## src/rtl/hazard_fwd_ctrl_if.sv

```systemverilog
// rtl/hazard_fwd_ctrl_if.sv - decode-side hazard/forwarding bus between pipeline and hazard_fwd_ctrl
//
// Ports (signals):
//   id_valid, id_rs1, id_rs2, id_rd, id_regwrite, id_memread : decode-stage instruction
//   br_taken                                                  : branch in EX resolved taken
//   stall_out, flush_out                                      : pipeline hold / IF-ID squash
//   fwd_a_sel, fwd_b_sel                                      : EX operand mux selects
//   stall_cnt                                                 : saturating stall cycle count
// master = pipeline side, slave = hazard_fwd_ctrl.
interface hazard_fwd_ctrl_if #(
    parameter int RAW  = 5,
    parameter int CNTW = 16
);
    logic            id_valid;
    logic [RAW-1:0]  id_rs1;
    logic [RAW-1:0]  id_rs2;
    logic [RAW-1:0]  id_rd;
    logic            id_regwrite;
    logic            id_memread;
    logic            br_taken;
    logic            stall_out;
    logic            flush_out;
    logic [1:0]      fwd_a_sel;
    logic [1:0]      fwd_b_sel;
    logic [CNTW-1:0] stall_cnt;

    modport master (
        output id_valid, id_rs1, id_rs2, id_rd, id_regwrite, id_memread, br_taken,
        input  stall_out, flush_out, fwd_a_sel, fwd_b_sel, stall_cnt
    );

    modport slave (
        input  id_valid, id_rs1, id_rs2, id_rd, id_regwrite, id_memread, br_taken,
        output stall_out, flush_out, fwd_a_sel, fwd_b_sel, stall_cnt
    );
endinterface

```

## src/rtl/hazard_fwd_ctrl.sv

```systemverilog
// rtl/hazard_fwd_ctrl.sv - load-use stall, branch flush and EX operand forwarding control
//
// Ports:
//   clk  : clock
//   rst  : asynchronous active-high reset, clears shadow pipeline and stall counter
//   bus  : hazard_fwd_ctrl_if.slave (decode instruction in, stall/flush/fwd selects/stall_cnt out)
// Outputs other than stall_cnt are combinational from the shadow stages and same-cycle inputs.
module hazard_fwd_ctrl #(
    parameter int RAW  = 5,
    parameter int CNTW = 16
) (
    input  logic              clk,
    input  logic              rst,
    hazard_fwd_ctrl_if.slave  bus
);

    localparam logic [1:0] SEL_RF  = 2'b00;
    localparam logic [1:0] SEL_MEM = 2'b01;
    localparam logic [1:0] SEL_WB  = 2'b10;

    // EX keeps everything hazard detection needs; MEM and WB only ever act
    // as forwarding producers, so they keep just valid/rd/regwrite.
    logic           ex_valid;
    logic           ex_regwrite;
    logic           ex_memread;
    logic [RAW-1:0] ex_rd;
    logic [RAW-1:0] ex_rs1;
    logic [RAW-1:0] ex_rs2;

    logic           mem_valid;
    logic           mem_regwrite;
    logic [RAW-1:0] mem_rd;

    logic           wb_valid;
    logic           wb_regwrite;
    logic [RAW-1:0] wb_rd;

    logic [CNTW-1:0] cnt;

    logic stall;
    logic flush;
    logic bubble;
    logic load_hit;
    logic mem_hit_a;
    logic mem_hit_b;
    logic wb_hit_a;
    logic wb_hit_b;

    // A stage produces r only if it really writes a non-zero register r.
    function automatic logic writes(input logic v, input logic rw,
                                    input logic [RAW-1:0] rd, input logic [RAW-1:0] r);
        return v && rw && (rd != '0) && (rd == r);
    endfunction

    assign mem_hit_a = writes(mem_valid, mem_regwrite, mem_rd, ex_rs1);
    assign mem_hit_b = writes(mem_valid, mem_regwrite, mem_rd, ex_rs2);
    assign wb_hit_a  = writes(wb_valid,  wb_regwrite,  wb_rd,  ex_rs1);
    assign wb_hit_b  = writes(wb_valid,  wb_regwrite,  wb_rd,  ex_rs2);

    // Load in EX whose result the decode instruction needs next cycle.
    assign load_hit = ex_valid && ex_memread && ex_regwrite && (ex_rd != '0) &&
                      ((ex_rd == bus.id_rs1) || (ex_rd == bus.id_rs2));

    // A taken branch squashes the decode instruction, so stalling it is moot.
    assign flush  = bus.br_taken;
    assign stall  = bus.id_valid && load_hit && !bus.br_taken;
    assign bubble = flush || stall || !bus.id_valid;

    always_comb begin
        bus.fwd_a_sel = SEL_RF;
        bus.fwd_b_sel = SEL_RF;
        if (ex_valid) begin
            // MEM is the younger producer, so it wins over WB.
            if (mem_hit_a)     bus.fwd_a_sel = SEL_MEM;
            else if (wb_hit_a) bus.fwd_a_sel = SEL_WB;
            if (mem_hit_b)     bus.fwd_b_sel = SEL_MEM;
            else if (wb_hit_b) bus.fwd_b_sel = SEL_WB;
        end
    end

    assign bus.stall_out = stall;
    assign bus.flush_out = flush;
    assign bus.stall_cnt = cnt;

    always_ff @(posedge clk or posedge rst) begin
        if (rst) begin
            ex_valid     <= 1'b0;
            ex_regwrite  <= 1'b0;
            ex_memread   <= 1'b0;
            ex_rd        <= '0;
            ex_rs1       <= '0;
            ex_rs2       <= '0;
            mem_valid    <= 1'b0;
            mem_regwrite <= 1'b0;
            mem_rd       <= '0;
            wb_valid     <= 1'b0;
            wb_regwrite  <= 1'b0;
            wb_rd        <= '0;
            cnt          <= '0;
        end else begin
            wb_valid     <= mem_valid;
            wb_regwrite  <= mem_regwrite;
            wb_rd        <= mem_rd;
            mem_valid    <= ex_valid;
            mem_regwrite <= ex_regwrite;
            mem_rd       <= ex_rd;
            if (bubble) begin
                ex_valid    <= 1'b0;
                ex_regwrite <= 1'b0;
                ex_memread  <= 1'b0;
                ex_rd       <= '0;
                ex_rs1      <= '0;
                ex_rs2      <= '0;
            end else begin
                ex_valid    <= 1'b1;
                ex_regwrite <= bus.id_regwrite;
                ex_memread  <= bus.id_memread;
                ex_rd       <= bus.id_rd;
                ex_rs1      <= bus.id_rs1;
                ex_rs2      <= bus.id_rs2;
            end
            if (stall && (cnt != {CNTW{1'b1}})) begin
                cnt <= cnt + 1'b1;
            end
        end
    end

endmodule

```

## src/flat_wrapper.sv

```systemverilog
// flat-port wrapper written by rule: the top's interface ports become plain ports
module hazard_fwd_ctrl_flat 
#(
    parameter int RAW  = 5,
    parameter int CNTW = 16
)
  (clk, rst, bus_id_valid, bus_id_rs1, bus_id_rs2, bus_id_rd, bus_id_regwrite, bus_id_memread, bus_br_taken, bus_stall_out, bus_flush_out, bus_fwd_a_sel, bus_fwd_b_sel, bus_stall_cnt);
  hazard_fwd_ctrl_if #(.RAW(RAW), .CNTW(CNTW)) bus_i ();
  input  logic clk;
  input  logic rst;
  input wire logic [$bits(bus_i.id_valid)-1:0] bus_id_valid;
  input wire logic [$bits(bus_i.id_rs1)-1:0] bus_id_rs1;
  input wire logic [$bits(bus_i.id_rs2)-1:0] bus_id_rs2;
  input wire logic [$bits(bus_i.id_rd)-1:0] bus_id_rd;
  input wire logic [$bits(bus_i.id_regwrite)-1:0] bus_id_regwrite;
  input wire logic [$bits(bus_i.id_memread)-1:0] bus_id_memread;
  input wire logic [$bits(bus_i.br_taken)-1:0] bus_br_taken;
  output wire logic [$bits(bus_i.stall_out)-1:0] bus_stall_out;
  output wire logic [$bits(bus_i.flush_out)-1:0] bus_flush_out;
  output wire logic [$bits(bus_i.fwd_a_sel)-1:0] bus_fwd_a_sel;
  output wire logic [$bits(bus_i.fwd_b_sel)-1:0] bus_fwd_b_sel;
  output wire logic [$bits(bus_i.stall_cnt)-1:0] bus_stall_cnt;
  assign bus_i.id_valid = bus_id_valid;
  assign bus_i.id_rs1 = bus_id_rs1;
  assign bus_i.id_rs2 = bus_id_rs2;
  assign bus_i.id_rd = bus_id_rd;
  assign bus_i.id_regwrite = bus_id_regwrite;
  assign bus_i.id_memread = bus_id_memread;
  assign bus_i.br_taken = bus_br_taken;
  assign bus_stall_out = bus_i.stall_out;
  assign bus_flush_out = bus_i.flush_out;
  assign bus_fwd_a_sel = bus_i.fwd_a_sel;
  assign bus_fwd_b_sel = bus_i.fwd_b_sel;
  assign bus_stall_cnt = bus_i.stall_cnt;
  hazard_fwd_ctrl #(.RAW(RAW), .CNTW(CNTW)) u_core (.clk(clk), .rst(rst), .bus(bus_i));
endmodule
```

## config.mk

```make
export PLATFORM = sky130hd
export DESIGN_NAME = hazard_fwd_ctrl_flat
export DESIGN_NICKNAME = d
export VERILOG_FILES = /design/src/rtl/hazard_fwd_ctrl_if.sv /design/src/rtl/hazard_fwd_ctrl.sv /design/src/flat_wrapper.sv
export SDC_FILE = /design/constraint.sdc
export NUM_CORES = 1
export LEC_CHECK = 0
export BUFFER_PORTS_ARGS = -buffer_cell sky130_fd_sc_hd__buf_2
export CAP_MARGIN = 20
export CORE_MARGIN = 2
export CORE_UTILIZATION = 35
export CTS_BUF_LIST = sky130_fd_sc_hd__clkbuf_2
export DETAILED_ROUTE_END_ITERATION = 8
export GPL_TIMING_DRIVEN = 0
export HOLD_SLACK_MARGIN = 0.05
export SYNTH_ARGS = -nofsm -noshare
export SYNTH_HDL_FRONTEND = slang
export SYNTH_SLANG_ARGS = --single-unit
```

## constraint.sdc

```tcl
create_clock -name clk -period 1.65 [get_ports clk]
set_input_delay 0 -clock clk [delete_from_list [all_inputs] [get_ports clk]]
set_output_delay 0 -clock clk [all_outputs]
set_load 0.03 [all_outputs]
```

======== Word-level counts from Yosys, hierarchy flattened ========
Index checks and enable logic that the tools add are counted.
word-level totals
  flip-flop bits (word level) ............. 48
  output and inout port bits .............. 22
  logic and storage cells ................. 56
  input bits .............................. 21
operators by class
  reduce and logical (&&, ||, !) cells .... 23
  add/sub/neg operators ................... 1
  eq/ne operators ......................... 7
  mux-type cells .......................... 12
operator list
  cell                   number
  $eq 5x5->1             6
  $add 16x1->16 const B  1
  $ne 16x16->1 const B   1
  $logic_and 1x1->1      15
  $mux 5                 3
  $reduce_bool 5->1      3
  $mux 2                 6
  $logic_or 1x1->1       3
  $mux 1                 3
  $logic_not 1->1        2

======== Depth between registers and ports, before layout ========
  depth after elaboration ................. 9
  gate-level depth with buffers ........... 6
  gate-level depth less buffers ........... 6

======== Worst setup path before layout ========
No wires, ideal clock.
  path type ............................... reg2reg
  from .................................... register u_core.cnt[0], in the netlist u_core.bus.stall_cnt[0]
  to ...................................... register u_core.cnt[1], in the netlist u_core.bus.stall_cnt[1]
  library setup time ...................... 0.125 ns
  data arrival time ....................... 1.933 ns
  period minus slack after synthesis ...... 2.058 ns
  stages on the path, launching flop included .. 7
  buffers on the path ..................... 0
  required time ........................... 1.525 ns
  slack ................................... -0.408 ns
  path through ............................ dfrtp_1 > ha_1 > nand3_1 > or3_4 > nor3_4 > nor4_4 > mux2_4
on the way
  longest elaborated chain between the ends .. 2
  elaborated cells on any way between the ends .. 3
  classes of those cells .................. add/sub: 1; eq/ne: 1; reduce/logical: 1
RTL lines
  item                                                                   RTL line                source
  start, declared                                                        hazard_fwd_ctrl.sv:38   logic [CNTW-1:0] cnt;
  start signal, assigned                                                 hazard_fwd_ctrl.sv:123  cnt <= cnt + 1'b1;
  parallel branches: the longest is 2 deep, another holds $add 16x1->16  --
Parallel ways; which one is timed is not known.
A chain may end at the register's enable or synchronous reset.

======== Worst setup path after layout ========
  from .................................... register u_core.mem_rd[0]
  to ...................................... output port bus_fwd_a_sel[0]
on the way
  longest elaborated chain between the ends .. 5
  elaborated cells on any way between the ends .. 6
  classes of those cells .................. eq/ne: 1; mux: 2; reduce/logical: 3
RTL lines
  item                    RTL line                source
  start, declared         hazard_fwd_ctrl.sv:32   logic [RAW-1:0] mem_rd;
  start signal, assigned  hazard_fwd_ctrl.sv:106  mem_rd <= ex_rd;
  $reduce_bool 5->1       hazard_fwd_ctrl.sv:52   return v && rw && (rd != '0) && (rd == r);
  $logic_and 1x1->1       hazard_fwd_ctrl.sv:52
  $logic_and 1x1->1 *     hazard_fwd_ctrl.sv:52
  $mux 2 *                hazard_fwd_ctrl.sv:74   if (mem_hit_a) bus.fwd_a_sel = SEL_MEM;
  $mux 2 *                hazard_fwd_ctrl.sv:72   if (ex_valid) begin
  end, declared           flat_wrapper.sv:20      output wire logic [$bits(bus_i.fwd_a_sel)-1:0] bus_fwd_a_sel;
Mark *: on every way between the ends. The rest lies on a longest branch, timed or not.

==> results.cfg <==
[floorplan]
ios = 43
placementRows = 29
fp.coreArea_um2 = 6314
initial_core_util_pct = 36.09
die_h_um = 84.69
dieArea_um2 = 7172
dieWidth_um = 84.69

[drt]
route.met3.wl_um = 202
wl_met1_um = 2277
drt_iter0_drc = 76
wirelength_um = 5470
ant_nets = 0
num_vias = 1812
avgRoutedWirePerCell_um = 14.63
wl_met2_um = 2908
viasPerCell = 4.845
drc = 0
drtPass1Iterations = 4
dr.max_layer_used = met4

[power_and_ir_drop]
p_int_mw = 1.623
p_leak_nw = 1.680
clockPowerShare_pct = 29.4
p_sw_uw = 548.8
switching_share_pct = 25.27
power_frac_comb_pct = 13.7
pwr-share-seq_pct = 57.0
powerDensity_nw_per_um2 = 627.7
ir_drop_mv = 0.3801

[synth]
synth_nets = 217
synthFlopType = dfrtp_1
yosysTopAreaCell = dfrtp_1
syn_area_um2 = 2278
synth_top_area_share_pct = 52.72
yosysSeqAreaShare_pct = 52.72
synth_seq_cells = 48
avgSynthCellArea_um2 = 11.68
syn_inst = 195
synth_cell_types = 35
synth-edff-count = 0
synthTopCellsByArea = dfrtp_1 53%, xor2_1 13%, and2_1 5.2%, xnor2_1 3.8%, nor3_1 3.5%
synthArstFlopShare_pct = 100.0
synth_warnings = 0

[run_status]
status = complete, but fails checks
violations = setup timing

[worst_setup_path]
worst-path-max-fanout = 2
r2r_cells = 7
start_kind = register
cp-end-kind = primary output
crit_chain = or4_4 -> o211ai_1 -> nor4_2 -> and2_1 -> buf_2
reg2reg_slack_ns = -0.28
cp_num_buf_inv = 1
slowest_stage = or4_4
worstPathArrival_ns = 2.10
crit_path_start = u_core.mem_rd[0]
setup.worst_path.class = reg2out
regToRegEndpoint = u_core.bus.stall_cnt[1]
cpPeakStageDelay_ns = 0.53
crit-reg2reg-launch = u_core.ex_rd[4]
critPathRequiredTime_ns = 1.65
path_delay_family = simple AND/OR/NAND/NOR gates

[timing]
min_period_over_period_pct = 127.3
worst_slew_pin_slew_ns = 0.3793
setup_viol_count_final = 39
slew_viol_final = 0
setup_slack_ns = -0.4501
slew_headroom_pct = 74.62
rsz0062_at_grt = yes
hold_viol = 0
tns_ns = -9.330
max_freq_mhz = 476.2
finalCriticalPeriod_ns = 2.100
skew_ns = 0.01793

[final_layout]
n_antenna_cell = 0
fillers = 544
area_growth_pct = 51.84
drive_above_1_share_pct = 47.81
num-nets-final = 318
instances_no_fill = 374

[worst_hold_path]
worst_hold_path.num_cells = 2
min_from = bus_br_taken
min_to = bus_flush_out
holdCritPathClass = in2out

[cts]
clk_pin_slew_ns = 0.23
cts_tree = done
cts_num_sinks = 48
cts_max_level = 2
cts_buffer_depth = 2
clk_latency_ns = 0.43
numCtsBuffers = 5
cts_root_buffer = clkbuf_2

[placement]
routabilityCongestion = 0.7885
port_buffers = 41
dpl_worst_slack_ns = -0.3124
dp_hpwl_um = 3420
placedCellCount = 314

[global_route]
antenna_found_initial = 0
grt_pass1_vias = 1829
grt_first_pass_wirelength_um = 8880
grt_max_degree = 39
globalRouteTotalUtil_pct = 15.55
grt_overflow_total = 0

[flow_run]
maxCapViolCount = 0
[final cells by class]
cell class / instances / area, µm² / area share, %
inverter: 2 / 7.507 / 0.2170
multi-input combinational: 141 / 1286 / 37.18
clock inverter: 3 / 42.54 / 1.230
sequential: 48 / 1210 / 34.97
timing repair buffer: 94 / 744.5 / 21.52
tap: 77 / 96.34 / 2.785
clock buffer: 5 / 25.02 / 0.7233
buffer: 4 / 47.55 / 1.374
[synth_stat cells, types with 2 or more instances]
| library cell | count |
|---|---|
| and2_1 | 19 |
| dfrtp_1 | 48 |
| inv_1 | 2 |
| mux2_2 | 2 |
| nand2_1 | 8 |
| nand3_1 | 13 |
| nand4_1 | 6 |
| nor2_1 | 7 |
| nor3_1 | 16 |
| nor4_1 | 5 |
| or3_1 | 2 |
| or4_1 | 3 |
| xnor2_1 | 10 |
| xor2_1 | 33 |
[placed cells by master (no fill, tap or decap), drive strengths merged, types with 7 or more instances in the layout]
cell / netlist / layout
and2: 19 / 19
buf: 3 / 76
dfrtp: 48 / 48
dlygate4sd3: 0 / 21
nand2: 8 / 8
nand3: 13 / 13
nor2: 7 / 7
nor3: 18 / 18
xnor2: 10 / 10
xor2: 33 / 33
[how the worst max path moves through the flow]
stage,end,slack (ns),cells past startpoint
after detailed placement,u_core.bus.stall_cnt[1],-0.31,6
final,bus_fwd_a_sel[0],-0.45,5
after global placement,u_core.bus.stall_cnt[1],-0.32,6
after global routing,bus_fwd_b_sel[1],-0.61,5
after CTS,bus_fwd_a_sel[0],-0.47,5
after floorplan,u_core.bus.stall_cnt[1],-0.29,6
[cells by family after synthesis]
logic type / synth area share (%)
DFF: 52.72
xor gates and xnor gates: 16.53
and+or+nand+nor: 23.12
buffers and inverters: 1.977
AOI/OAI and AO/OA: 3.460
adders and majority gates: 0.5491
muxes: 1.647
[power by group through the flow]
stage / logic, mW / clock network [mW] / registers, mW
finish: 0.297 / 0.637 / 1.24
global route: 0.322 / 0.710 / 1.24
CTS: 0.279 / 0.652 / 1.24
detailed placement: 0.195 / 0 / 1.26
global placement: 0.189 / 0 / 1.26
floorplan: 0.130 / 0 / 1.25
[state kept, by name, summed over array words and instances (netlist names), 5 cells and up]
name / cells
u_core.ex_rd: 5
u_core.ex_rs2: 5
u_core.bus.stall_cnt: 16
u_core.mem_rd: 5
u_core.wb_rd: 5
u_core.ex_rs1: 5
[repair_timing]
action | in CTS | in global routing
setup endpoints to repair | 39 | 39
hold endpoints to repair | 73 | 0
pin swaps | 17 | 9
resized for setup | 40 | 21
buffers inserted | 24 | 7
gates cloned | 1 | 0
hold buffers | 21 | 0
[through the flow]
step / utilization (%) / total power [mW] / instance area, µm² / hold WS [ns]
finish: 54.80 / 2.172 / 3460 / 0.2549
global route: 54.80 / 2.275 / 3460 / 0.2597
CTS: 52.68 / 2.168 / 3326 / 0.2574
detailed placement: 42.35 / 1.457 / 2674 / -0.04884
global placement: 42.03 / 1.450 / 2654 / 0.2070
floorplan: - / 1.385 / 2352 / 0.1286
[per-layer routing]
layer / vias up / track usage, %
li1: 875 / -
met1: 885 / 20.01
met2: 42 / 26.70
met3: 10 / 3.048
met4: 0 / 4.329
met5: - / 0
No activity file was read; power rests on OpenSTA's default activity.
